===== config.mk =====
export PLATFORM = sky130hd
export DESIGN_NAME = rx_sr_param
export DESIGN_NICKNAME = d
export VERILOG_FILES = /design/src/rtl/rx_sr_param.sv
export SDC_FILE = /design/constraint.sdc
export NUM_CORES = 1
export LEC_CHECK = 0
export CAP_MARGIN = 20
export CORE_ASPECT_RATIO = 1.4
export CORE_UTILIZATION = 35
export DETAILED_ROUTE_END_ITERATION = 6
export PLACE_DENSITY = 0.61
export SYNTH_ARGS = -nofsm -noshare
export SYNTH_HDL_FRONTEND = slang
export SYNTH_SLANG_ARGS = --single-unit
export TNS_END_PERCENT = 30

===== constraint.sdc =====
create_clock -name clk -period 1.6 [get_ports clk]
set_input_delay 0.24 -clock clk [delete_from_list [all_inputs] [get_ports clk]]
set_output_delay 0.24 -clock clk [all_outputs]
set_load 0.05 [all_outputs]

===== src/rtl/rx_sr_param.sv =====
// Serial receive shift register: samples sda_in on qualified SCL rising edges and
// hands completed words to a consumer through a valid/ack pair with sticky overrun.
// Optional even-parity bit per frame is compiled in with macro RX_SR_PARITY_EN.
module rx_sr_param #(
  parameter int DATA_WIDTH = 8,
  parameter bit MSB_FIRST  = 1'b1
) (
  input  logic                            clk,
  input  logic                            rst,
  input  logic                            sda_in,
  input  logic                            rising_edge_found,
  input  logic                            rx_enable,
  input  logic                            rx_clear,
  output logic [DATA_WIDTH-1:0]           rx_data,
  output logic [DATA_WIDTH-1:0]           rx_word,
  output logic                            rx_valid,
  input  logic                            rx_ack,
  output logic [$clog2(DATA_WIDTH+2)-1:0] bit_count,
  output logic                            overrun,
  output logic                            parity_err
);

  localparam int CNT_W = $clog2(DATA_WIDTH+2);

  typedef enum logic [1:0] {IDLE, SHIFT, PAR} state_t;

  state_t                  state_q, state_d;
  logic                    shift_q;
  logic [DATA_WIDTH-1:0]   rx_data_q, rx_data_d;
  logic [DATA_WIDTH-1:0]   rx_word_q, rx_word_d;
  logic                    rx_valid_q, rx_valid_d;
  logic [CNT_W-1:0]        bit_count_q, bit_count_d;
  logic                    overrun_q, overrun_d;
  logic                    complete;

  function automatic logic [DATA_WIDTH-1:0] shift_in(input logic [DATA_WIDTH-1:0] cur,
                                                     input logic b);
    if (MSB_FIRST)
      return {cur[DATA_WIDTH-2:0], b};
    else
      return {b, cur[DATA_WIDTH-1:1]};
  endfunction

`ifdef RX_SR_PARITY_EN
  logic parity_err_q, parity_err_d;
`endif

  always_comb begin
    state_d     = state_q;
    rx_data_d   = rx_data_q;
    rx_word_d   = rx_word_q;
    rx_valid_d  = rx_valid_q;
    bit_count_d = bit_count_q;
    overrun_d   = overrun_q;
    complete    = 1'b0;
`ifdef RX_SR_PARITY_EN
    parity_err_d = parity_err_q;
`endif

    if (rx_valid_q && rx_ack)
      rx_valid_d = 1'b0;

    // Abort beats a simultaneous sample; the delivered word is left alone.
    if (rx_clear) begin
      state_d     = IDLE;
      bit_count_d = '0;
      rx_data_d   = '0;
      overrun_d   = 1'b0;
    end else if (shift_q) begin
      case (state_q)
        IDLE, SHIFT: begin
          rx_data_d = shift_in(rx_data_q, sda_in);
          if (bit_count_q == CNT_W'(DATA_WIDTH-1)) begin
`ifdef RX_SR_PARITY_EN
            state_d     = PAR;
            bit_count_d = bit_count_q + CNT_W'(1);
`else
            complete  = 1'b1;
            rx_word_d = rx_data_d;
`endif
          end else begin
            state_d     = SHIFT;
            bit_count_d = bit_count_q + CNT_W'(1);
          end
        end
`ifdef RX_SR_PARITY_EN
        PAR: begin
          // Parity bit is checked but never enters the data register.
          complete     = 1'b1;
          rx_word_d    = rx_data_q;
          parity_err_d = (^rx_data_q) != sda_in;
        end
`endif
        default: state_d = IDLE;
      endcase
    end

    if (complete) begin
      rx_valid_d  = 1'b1;
      bit_count_d = '0;
      state_d     = IDLE;
      if (rx_valid_q && !rx_ack)
        overrun_d = 1'b1;
    end
  end

  always_ff @(posedge clk or posedge rst) begin
    if (rst) begin
      state_q     <= IDLE;
      shift_q     <= 1'b0;
      rx_data_q   <= '0;
      rx_word_q   <= '0;
      rx_valid_q  <= 1'b0;
      bit_count_q <= '0;
      overrun_q   <= 1'b0;
`ifdef RX_SR_PARITY_EN
      parity_err_q <= 1'b0;
`endif
    end else begin
      state_q     <= state_d;
      shift_q     <= rising_edge_found & rx_enable;
      rx_data_q   <= rx_data_d;
      rx_word_q   <= rx_word_d;
      rx_valid_q  <= rx_valid_d;
      bit_count_q <= bit_count_d;
      overrun_q   <= overrun_d;
`ifdef RX_SR_PARITY_EN
      parity_err_q <= parity_err_d;
`endif
    end
  end

  assign rx_data   = rx_data_q;
  assign rx_word   = rx_word_q;
  assign rx_valid  = rx_valid_q;
  assign bit_count = bit_count_q;
  assign overrun   = overrun_q;
`ifdef RX_SR_PARITY_EN
  assign parity_err = parity_err_q;
`else
  assign parity_err = 1'b0;
`endif

endmodule


==> results.json <==
{
  "syn-instance-count": 74,
  "detailedRoute.firstIterationViolations": 16,
  "cts_inserted_buffers": 3,
  "sequential_cell_area_um2": 581,
  "start_kind": "flop",
  "cp_max_fo": 9,
  "required_ns": 1.80,
  "initial_utilization_pct": 36.7,
  "worst_path_top_cell_family_by_delay": "flip-flops",
  "syn_area_per_cell_um2": 12.8,
  "cellPowerDensity_nw_per_um2": 737,
  "clk_slew_on_worst_s_h_paths_ns": 0.12,
  "area.growth.synth_to_final_pct": 36.1,
  "ctsRootBufferMaster": "sky130_fd_sc_hd__clkbuf_4",
  "vdd_ir_drop_max_mv": 0.552,
  "cpMaxStageDelayCell": "sky130_fd_sc_hd__dfrtp_2",
  "synth_largest_type_area_fraction_pct": 60.7,
  "synth_area_um2": 948,
  "dieWidth_um": 46.0,
  "final_layout_size_suffix_gt1_share_pct": 41.1,
  "endpoint_kind": "flop",
  "floorplan.die.height_um": 63.6,
  "clock_tree.htree_level_count": 1,
  "timing.critical_path.arrival_ns": 1.67,
  "multi_input_comb_area_um2": 368,
  "hold_buffers": 0,
  "place.port_buffers": 28,
  "routed_wire_length_per_instance_um": 12.5,
  "post_synth_most_frequent_cells": "sky130_fd_sc_hd__dfrtp_1 (23), sky130_fd_sc_hd__nor2_1 (9), sky130_fd_sc_hd__mux2_2 (8), sky130_fd_sc_hd__mux2i_1 (8), sky130_fd_sc_hd__nand2b_1 (6)",
  "cts_tree": "yes",
  "antenna_found_initial": 0,
  "netlist-cell-type-count": 21,
  "insertion_delay_ns": 0.30,
  "outcome": "completed",
  "synth_async_sr_flop_share_pct": 100,
  "final_hold_viol_count": 0,
  "path_cells": "ha_4 > nand2_2 > nor3_4 > buf_12 > mux2_2",
  "cts.repair_timing.setup_buffer_count": 0,
  "final.setup_skew_ns": 0.00293,
  "vias_per_cell": 4.69,
  "path_buf_inv": 1,
  "synth_top_cell_by_area": "sky130_fd_sc_hd__dfrtp_1",
  "antennaDiodeCount": 0,
  "remaining_global_route_overflow": 0,
  "floorplan.die_area_um2": 2920,
  "hpwlAfterDp_um": 1290,
  "post-route-cell-area_um2": 1290,
  "totalWireLength_um": 1790,
  "num_rows": 22,
  "grt_max_degree": 24,
  "clock.fmax_mhz": 678,
  "ios": 30,
  "gr-usage-all-layers_pct": 13.7,
  "post-synth-top-count-cell": "sky130_fd_sc_hd__dfrtp_1",
  "crit_type": "reg2reg",
  "cp_slowest_stage_delay_ns": 0.43,
  "hp-class": "in2async",
  "finalHoldWorstSlack_ns": 0.269,
  "synth_area_leaders": "sky130_fd_sc_hd__dfrtp_1 (61%), sky130_fd_sc_hd__mux2_2 (9.5%), sky130_fd_sc_hd__mux2i_1 (8.4%), sky130_fd_sc_hd__nand2b_1 (4.0%), sky130_fd_sc_hd__nor2_1 (3.6%)",
  "globalplace.congestion": 0.678,
  "ffs_latches_synth": 23,
  "timing.final.max_slew_violations": 0,
  "cts.sink_count": 23,
  "post_layout_minimum_cycle_time_ns": 1.47,
  "cts.repair.resized": 0,
  "global_route_wire_length_before_repair_um": 2950,
  "setup_viol": 0,
  "remaining_antenna_violation_count": 0,
  "cap_violations": 0,
  "power.leakage_nw": 0.632,
  "rsz0062_at_grt": "no",
  "max-clock-path-buffers": 2,
  "design.final.nets": 116,
  "core_region_area_um2": 2590,
  "detail_route.first_pass.iterations": 4,
  "nFillCells": 269,
  "routed-via-count": 670,
  "post-layout-total-power_mw": 0.952,
  "grt_pass1_vias": 659,
  "layout_worst_path_cycle_share_pct": 92.2,
  "synth_edf_count": 0,
  "sequential_fraction_of_the_synthesis_area_pct": 60.7,
  "synth_top_flop_cell": "sky130_fd_sc_hd__dfrtp_1",
  "synthesis.nets": 82,
  "dpl_cell_area_um2": 1260,
  "drc": 0,
  "synth.yosys.warnings": 0
}
## state kept, by name (all words and copies together) (netlist names)
signal	flops
bit_count	4
overrun	1
rx_data	8
rx_valid	1
rx_word	8
shift_q	1
## worst paths after layout
kind / from / endpoint / slack, ns / cells after the start
min in group clk: rx_enable / shift_q / 0.50 / 2
worst max-delay path: bit_count[1] / rx_word[5] / 0.13 / 5
worst min-delay path: rst / shift_q / 0.27 / 3
worst max register to register: bit_count[1] / rx_word[5] / 0.13 / 5
worst min register to register: rx_word[4] / rx_word[4] / 0.53 / 1
max in group asynchronous: rst / bit_count[2] / 1.09 / 3
## cell usage in the layout (no fill, tap or decap), drive strengths merged, types with 2 or more instances in the layout
cell,netlist,layout
buf,2,26
dfrtp,23,23
nor2,9,9
mux2i,8,8
mux2,8,8
nand2b,6,6
clkdlybuf4s50,0,6
clkbuf,1,4
a21oi,3,3
nand3b,2,2
nand2,2,2
## worst register-to-register path: stages, from the launching register on
cell and delay [ns]:
sky130_fd_sc_hd__dfrtp_2 0.43, sky130_fd_sc_hd__ha_4 0.16, sky130_fd_sc_hd__nand2_2 0.08, sky130_fd_sc_hd__nor3_4 0.23
sky130_fd_sc_hd__buf_12 0.15, sky130_fd_sc_hd__mux2_2 0.32
## stage by stage
step | TNS (ns) | worst slack, ns | utilization [%] | instances
floorplan | -0.254 | -0.0319 | - | 74
global placement | 0 | 0.121 | 48.9 | 139
detailed placement | 0 | 0.128 | 48.9 | 139
CTS | 0 | 0.108 | 49.9 | 143
global route | 0 | 0.0451 | 49.9 | 143
finish | 0 | 0.125 | 49.9 | 143
## metal layers
metal / GRT usage [%] / up-vias / part of all wire (%)
li1: - / 318 / -
met1: 17.0 / 335 / 44
met2: 22.4 / 15 / 52
met3: 1.72 / 2 / 3.4
met4: 6.62 / 0 / 1.2
met5: 0 / - / 0
## where the power goes
part / internal, mW / switching (mW)
clock network: 0.0970 / 0.160
registers: 0.589 / 0.00831
logic: 0.0380 / 0.0603
## final cells by class
cell class | instances | area share, %
tap | 36 | 3.49
clock buffer | 4 | 2.03
inverter | 1 | 0.291
timing repair buffer | 32 | 20.7
sequential | 23 | 45.0
multi-input combinational | 47 | 28.5
## kinds of logic (layout without fill, tap and decap cells)
family	Yosys count	count (layout)	synth area share, %
AOI/OAI and AO/OA	4	4	2.51
xor gates and xnor gates	1	1	0.924
adders and majority gates	1	1	1.32
buffers and inverters	4	37	2.11
DFF	23	23	60.7
muxes	16	16	17.9
other	1	1	0.395
and+or+nand+nor	24	24	14.1
No activity file was read; power rests on OpenSTA's default activity.
